===== config.mk =====
export PLATFORM = sky130hd
export DESIGN_NAME = sram_req_arbiter
export DESIGN_NICKNAME = d
export VERILOG_FILES = /design/src/rtl/sram_req_arbiter_pkg.sv /design/src/rtl/sram_req_arbiter_order_fifo.sv /design/src/rtl/sram_req_arbiter.sv
export SDC_FILE = /design/constraint.sdc
export NUM_CORES = 1
export LEC_CHECK = 0
export ABC_AREA = 1
export BUFFER_PORTS_ARGS = -buffer_cell sky130_fd_sc_hd__buf_2
export CORE_AREA = 2 2 125 127
export DETAILED_ROUTE_END_ITERATION = 6
export DIE_AREA = 0 0 127 129
export GPL_ROUTABILITY_DRIVEN = 0
export GPL_TIMING_DRIVEN = 0
export SLEW_MARGIN = 30
export SYNTH_ARGS = -nofsm -noshare
export SYNTH_HDL_FRONTEND = slang
export SYNTH_SLANG_ARGS = --single-unit

===== constraint.sdc =====
create_clock -name clk -period 5.1 [get_ports clk]
set_input_delay 0.51 -clock clk [delete_from_list [all_inputs] [get_ports clk]]
set_output_delay 0.51 -clock clk [all_outputs]
set_load 0.03 [all_outputs]

===== src/rtl/sram_req_arbiter_pkg.sv =====
// Shared definitions for the two-master SRAM-like request arbiter:
// source ids, grant FSM encoding and default order-FIFO depth.
package sram_req_arbiter_pkg;

  localparam logic SRC_INST = 1'b0;
  localparam logic SRC_DATA = 1'b1;

  localparam int DEFAULT_ORDER_DEPTH = 2;

  typedef enum logic [1:0] {
    IDLE      = 2'd0,
    LOCK_INST = 2'd1,
    LOCK_DATA = 2'd2
  } grant_state_e;

endpackage


===== src/rtl/sram_req_arbiter_order_fifo.sv =====
// In-order FIFO of 1-bit source ids for requests accepted by the slave but
// not yet answered; the head id steers each response to its master.
module arb_order_fifo #(
  parameter int DEPTH = 2
) (
  input  logic clk,
  input  logic resetn,
  input  logic push,
  input  logic pop,
  input  logic id_in,
  output logic id_out,
  output logic full,
  output logic empty
);

  localparam int PTR_W = (DEPTH > 1) ? $clog2(DEPTH) : 1;
  localparam int CNT_W = $clog2(DEPTH + 1);

  logic [PTR_W-1:0] wr_ptr_q;
  logic [PTR_W-1:0] rd_ptr_q;
  logic [CNT_W-1:0] count_q;
  logic             ids_q [DEPTH];
  logic             do_push;
  logic             do_pop;

  // Pointers wrap at DEPTH, which need not be a power of two.
  function automatic logic [PTR_W-1:0] ptr_inc(input logic [PTR_W-1:0] p);
    return (p == PTR_W'(DEPTH - 1)) ? '0 : p + PTR_W'(1);
  endfunction

  assign full    = (count_q == CNT_W'(DEPTH));
  assign empty   = (count_q == '0);
  assign do_push = push & ~full;
  assign do_pop  = pop & ~empty;
  assign id_out  = ids_q[rd_ptr_q];

  always_ff @(posedge clk) begin
    if (!resetn) begin
      wr_ptr_q <= '0;
      rd_ptr_q <= '0;
      count_q  <= '0;
    end else begin
      if (do_push) wr_ptr_q <= ptr_inc(wr_ptr_q);
      if (do_pop)  rd_ptr_q <= ptr_inc(rd_ptr_q);
      case ({do_push, do_pop})
        2'b10:   count_q <= count_q + CNT_W'(1);
        2'b01:   count_q <= count_q - CNT_W'(1);
        default: count_q <= count_q;
      endcase
    end
  end

  // Id storage needs no reset: entries are only read between push and pop.
  always_ff @(posedge clk) begin
    if (do_push) ids_q[wr_ptr_q] <= id_in;
  end

endmodule


===== src/rtl/sram_req_arbiter.sv =====
// Fixed-priority (data over inst) arbiter sharing one SRAM-like slave between
// the fetch and load/store masters, with zero added latency on every path.
module sram_req_arbiter
  import sram_req_arbiter_pkg::*;
#(
  parameter int ORDER_DEPTH = DEFAULT_ORDER_DEPTH
) (
  input  logic        clk,
  input  logic        resetn,

  input  logic        inst_sram_req,
  input  logic        inst_sram_wr,
  input  logic [1:0]  inst_sram_size,
  input  logic [3:0]  inst_sram_wstrb,
  input  logic [31:0] inst_sram_addr,
  input  logic [31:0] inst_sram_wdata,
  output logic        inst_sram_addr_ok,
  output logic        inst_sram_data_ok,
  output logic [31:0] inst_sram_rdata,

  input  logic        data_sram_req,
  input  logic        data_sram_wr,
  input  logic [1:0]  data_sram_size,
  input  logic [3:0]  data_sram_wstrb,
  input  logic [31:0] data_sram_addr,
  input  logic [31:0] data_sram_wdata,
  output logic        data_sram_addr_ok,
  output logic        data_sram_data_ok,
  output logic [31:0] data_sram_rdata,

  output logic        mem_req,
  output logic        mem_wr,
  output logic [1:0]  mem_size,
  output logic [3:0]  mem_wstrb,
  output logic [31:0] mem_addr,
  output logic [31:0] mem_wdata,
  input  logic        mem_addr_ok,
  input  logic        mem_data_ok,
  input  logic [31:0] mem_rdata
);

  grant_state_e state_q;
  logic         grant_inst;
  logic         grant_data;
  logic         granted_req;
  logic         accept;
  logic         fifo_pop;
  logic         fifo_full;
  logic         fifo_empty;
  logic         head_id;

  always_comb begin
    grant_inst = 1'b0;
    grant_data = 1'b0;
    case (state_q)
      LOCK_INST: grant_inst = 1'b1;
      LOCK_DATA: grant_data = 1'b1;
      default: begin
        if (data_sram_req)      grant_data = 1'b1;
        else if (inst_sram_req) grant_inst = 1'b1;
      end
    endcase
  end

  assign granted_req = (grant_inst & inst_sram_req) | (grant_data & data_sram_req);
  assign mem_req     = resetn & granted_req & ~fifo_full;
  assign accept      = mem_req & mem_addr_ok;

  always_comb begin
    mem_wr    = 1'b0;
    mem_size  = '0;
    mem_wstrb = '0;
    mem_addr  = '0;
    mem_wdata = '0;
    if (grant_data) begin
      mem_wr    = data_sram_wr;
      mem_size  = data_sram_size;
      mem_wstrb = data_sram_wstrb;
      mem_addr  = data_sram_addr;
      mem_wdata = data_sram_wdata;
    end else if (grant_inst) begin
      mem_wr    = inst_sram_wr;
      mem_size  = inst_sram_size;
      mem_wstrb = inst_sram_wstrb;
      mem_addr  = inst_sram_addr;
      mem_wdata = inst_sram_wdata;
    end
  end

  assign inst_sram_addr_ok = accept & grant_inst;
  assign data_sram_addr_ok = accept & grant_data;

  // Responses with nothing outstanding are dropped rather than routed.
  assign fifo_pop          = resetn & mem_data_ok & ~fifo_empty;
  assign inst_sram_data_ok = fifo_pop & (head_id == SRC_INST);
  assign data_sram_data_ok = fifo_pop & (head_id == SRC_DATA);
  assign inst_sram_rdata   = mem_rdata;
  assign data_sram_rdata   = mem_rdata;

  // Once a request is shown but stalled, the grant is held so the slave
  // sees a stable bundle until it accepts.
  always_ff @(posedge clk) begin
    if (!resetn) begin
      state_q <= IDLE;
    end else begin
      case (state_q)
        IDLE: begin
          if (granted_req && !accept) state_q <= grant_data ? LOCK_DATA : LOCK_INST;
        end
        LOCK_INST, LOCK_DATA: begin
          if (accept) state_q <= IDLE;
        end
        default: state_q <= IDLE;
      endcase
    end
  end

  arb_order_fifo #(
    .DEPTH (ORDER_DEPTH)
  ) u_order_fifo (
    .clk    (clk),
    .resetn (resetn),
    .push   (accept),
    .pop    (fifo_pop),
    .id_in  (grant_data ? SRC_DATA : SRC_INST),
    .id_out (head_id),
    .full   (fifo_full),
    .empty  (fifo_empty)
  );

endmodule


==> flow_summary.json <==
{
  "netlist-cell-type-count": 17,
  "grt_antenna_before_repair": 0,
  "finalHoldWorstSlack_ps": 470,
  "power_mw": 2.03,
  "layout.cells.non_filler": 855,
  "synth.yosys.seq_area_share_pct": 10.0,
  "fin_skew_ps": 3.94,
  "max_slew_margin_pct": 62.7,
  "clkSinkCount": 9,
  "timing.hold.worst.class": "reg -> reg",
  "number_of_cts_inserted_buffers": 3,
  "finalWirelength_um": 10100,
  "power_per_cell_area_nw_per_um2": 542,
  "share_of_final_layout_standard_cells_stronger_than_drive_strength_1_pct": 55.9,
  "synth_area_per_cell_um2": 5.31,
  "rsz0062_at_grt": "false",
  "tns_ps": 0,
  "post_layout_net_count": 852,
  "post-route-period-util_pct": 58.8,
  "drt_iter0_markers": 111,
  "final.fill_count": 1735,
  "layout_min_cycle_time_ps": 3000,
  "grt_pass1_vias": 2905,
  "tritoncts_clock_tree": "done",
  "drv_cap": 0,
  "p_leak_nw": 2.46,
  "port_buffers": 287,
  "synth-seq-cells": 9,
  "grt_pass1_wl_um": 14000,
  "area_inside_the_core_boundary_um2": 15000,
  "synth_area_um2": 2000,
  "critical_path_required_ps": 4590,
  "cts.reportedPaths.clkPinSlew_ps": 40,
  "initial_core_util_pct": 13.3,
  "postCtsResizedCells": 0,
  "maxClockFrequency_mhz": 334,
  "fp.dieArea_um2": 16400,
  "yosysWarningCount": 0,
  "htreeDepth": 1,
  "crit_path_start_kind": "flip-flop",
  "synth_top_area_cell": "sky130_fd_sc_hd__nand2_1",
  "synth_most_common_cell": "sky130_fd_sc_hd__nand2_1",
  "gr-total-overflow": 0,
  "ios": 320,
  "antenna_diode_count": 0,
  "criticalPathCategory": "reg -> out",
  "synth-async-reset-ratio_pct": 0,
  "power.ir.vdd_worst_v": 0.000221,
  "report.final.slew_viol_count": 0,
  "worst_hold_startpoint": "u_order_fifo.count_q[1]",
  "drtPass1Iterations": 4,
  "cts_root_buffer": "sky130_fd_sc_hd__clkbuf_16",
  "die_height_um": 129,
  "synth.net_count": 560,
  "drc_errors": 0,
  "max_slew.worst_pin.slew_ps": 560,
  "outcome": "completed",
  "placed_cells": 851,
  "syn-instance-count": 376,
  "synth_flop_cell": "sky130_fd_sc_hd__dfxtp_1",
  "register_area_um2": 200,
  "cp.arrival_ps": 2490,
  "synth_edf_count": 2,
  "die_width_um": 127,
  "dp.final_hpwl_um": 8860,
  "drt.antenna.violating_nets": 0,
  "postLayoutCoreUtil_pct": 25.0,
  "clk_path_buf_depth": 2,
  "r2r-start": "state_q[0]",
  "multi_input_area_um2": 1150,
  "grt_start_max_net_pins": 12,
  "post_synth_top_area_share_pct": 29.1,
  "worstSetupStartpoint": "state_q[0]",
  "holdBufCountCts": 0,
  "grt_usage_pct": 10.6,
  "post_synth_main_area_contributors": "sky130_fd_sc_hd__nand2_1 (29%), sky130_fd_sc_hd__buf_4 (24%), sky130_fd_sc_hd__nand3_1 (18%)",
  "num_vias": 3303,
  "placementRows": 45,
  "synthToLayoutAreaGrowth_pct": 87.7,
  "avgRoutedWirePerCell_um": 11.9,
  "cp_max_fo": 10,
  "later_pin_clock_latency_in_the_skew_report_ps": 230,
  "ys_top_cells_by_count": "sky130_fd_sc_hd__nand2_1 (155), sky130_fd_sc_hd__nand3_1 (73), sky130_fd_sc_hd__buf_4 (64), sky130_fd_sc_hd__inv_1 (16), sky130_fd_sc_hd__buf_2 (15)",
  "finalHoldViolCount": 0,
  "detail_route.vias_per_cell": 3.86,
  "setup_viol": 0,
  "worstSetupEndpointType": "output pin",
  "cts_setup_buffers": 0
}
[logic make-up (layout without fill, tap and decap cells)]
family | count (synthesis) | count (layout) | synth area share (%)
AO/OA/AOI/OAI | 16 | 16 | 4.19
XOR/XNOR | 1 | 1 | 0.438
adder cells (fa/ha/maj) | 4 | 4 | 2.50
buffers and inverters | 103 | 394 | 32.3
flip-flops | 9 | 9 | 10.0
AND/OR/NAND/NOR | 243 | 243 | 50.5
[path summary, 6_finish.rpt]
path	end	slack, ps	cells past startpoint
worst min register to register	u_order_fifo.count_q[1]	470	1
worst min-delay path	u_order_fifo.count_q[1]	470	1
worst max register to register	u_order_fifo.count_q[1]	2900	12
worst max-delay path	mem_wdata[15]	2100	9
[stage by stage]
step           area, µm²  setup slack, ps
3_5_place_dp        3670             2250
6_report            3750             2100
5_1_grt             3750             1840
4_1_cts             3750             2010
3_3_place_gp        3670             2300
2_1_floorplan       2000             2900
[cells in the final DEF, fill, tap and decap left out, drive strengths merged]
| cell | count |
|---|---|
| buf | 366 |
| nand2 | 155 |
| nand3 | 74 |
| inv | 17 |
| nor2 | 14 |
| clkbuf | 10 |
| o21ai | 9 |
| a21oi | 7 |
| dfxtp | 7 |
| ha | 4 |
| edfxtp | 2 |
| xor2 | 1 |
| clkinv | 1 |
[layout make-up]
| class | count | share of cell area [%] |
|---|---|---|
| timing repair buffer | 287 | 38.3 |
| multi-input combinational | 264 | 30.7 |
| buffer | 86 | 15.5 |
| tap | 188 | 6.27 |
| sequential | 9 | 5.34 |
| clock buffer | 3 | 2.00 |
| inverter | 17 | 1.70 |
| clock inverter | 1 | 0.133 |
[layer usage]
layer  global-route usage, %  routed length (µm)
met1                    12.2                3810
met2                    21.5                5260
met3                    1.29                1010
met4                    1.29                  51
met5                       0                   0
[critical path, cell delays in order (launching register included)]
cell	delay (ps)
sky130_fd_sc_hd__dfxtp_1	350
sky130_fd_sc_hd__inv_1	70
sky130_fd_sc_hd__ha_1	350
sky130_fd_sc_hd__nor2_1	190
sky130_fd_sc_hd__inv_1	70
sky130_fd_sc_hd__o21ai_2	450
sky130_fd_sc_hd__buf_2	330
sky130_fd_sc_hd__nand3_1	100
sky130_fd_sc_hd__nand2_1	120
sky130_fd_sc_hd__buf_2	210
[where the power goes]
| group | switching [mW] | internal, mW |
|---|---|---|
| clock network | 0.0337 | 0.103 |
| logic | 1.32 | 0.483 |
| registers | 0.00795 | 0.0893 |
(Power assumes the default switching activity.)
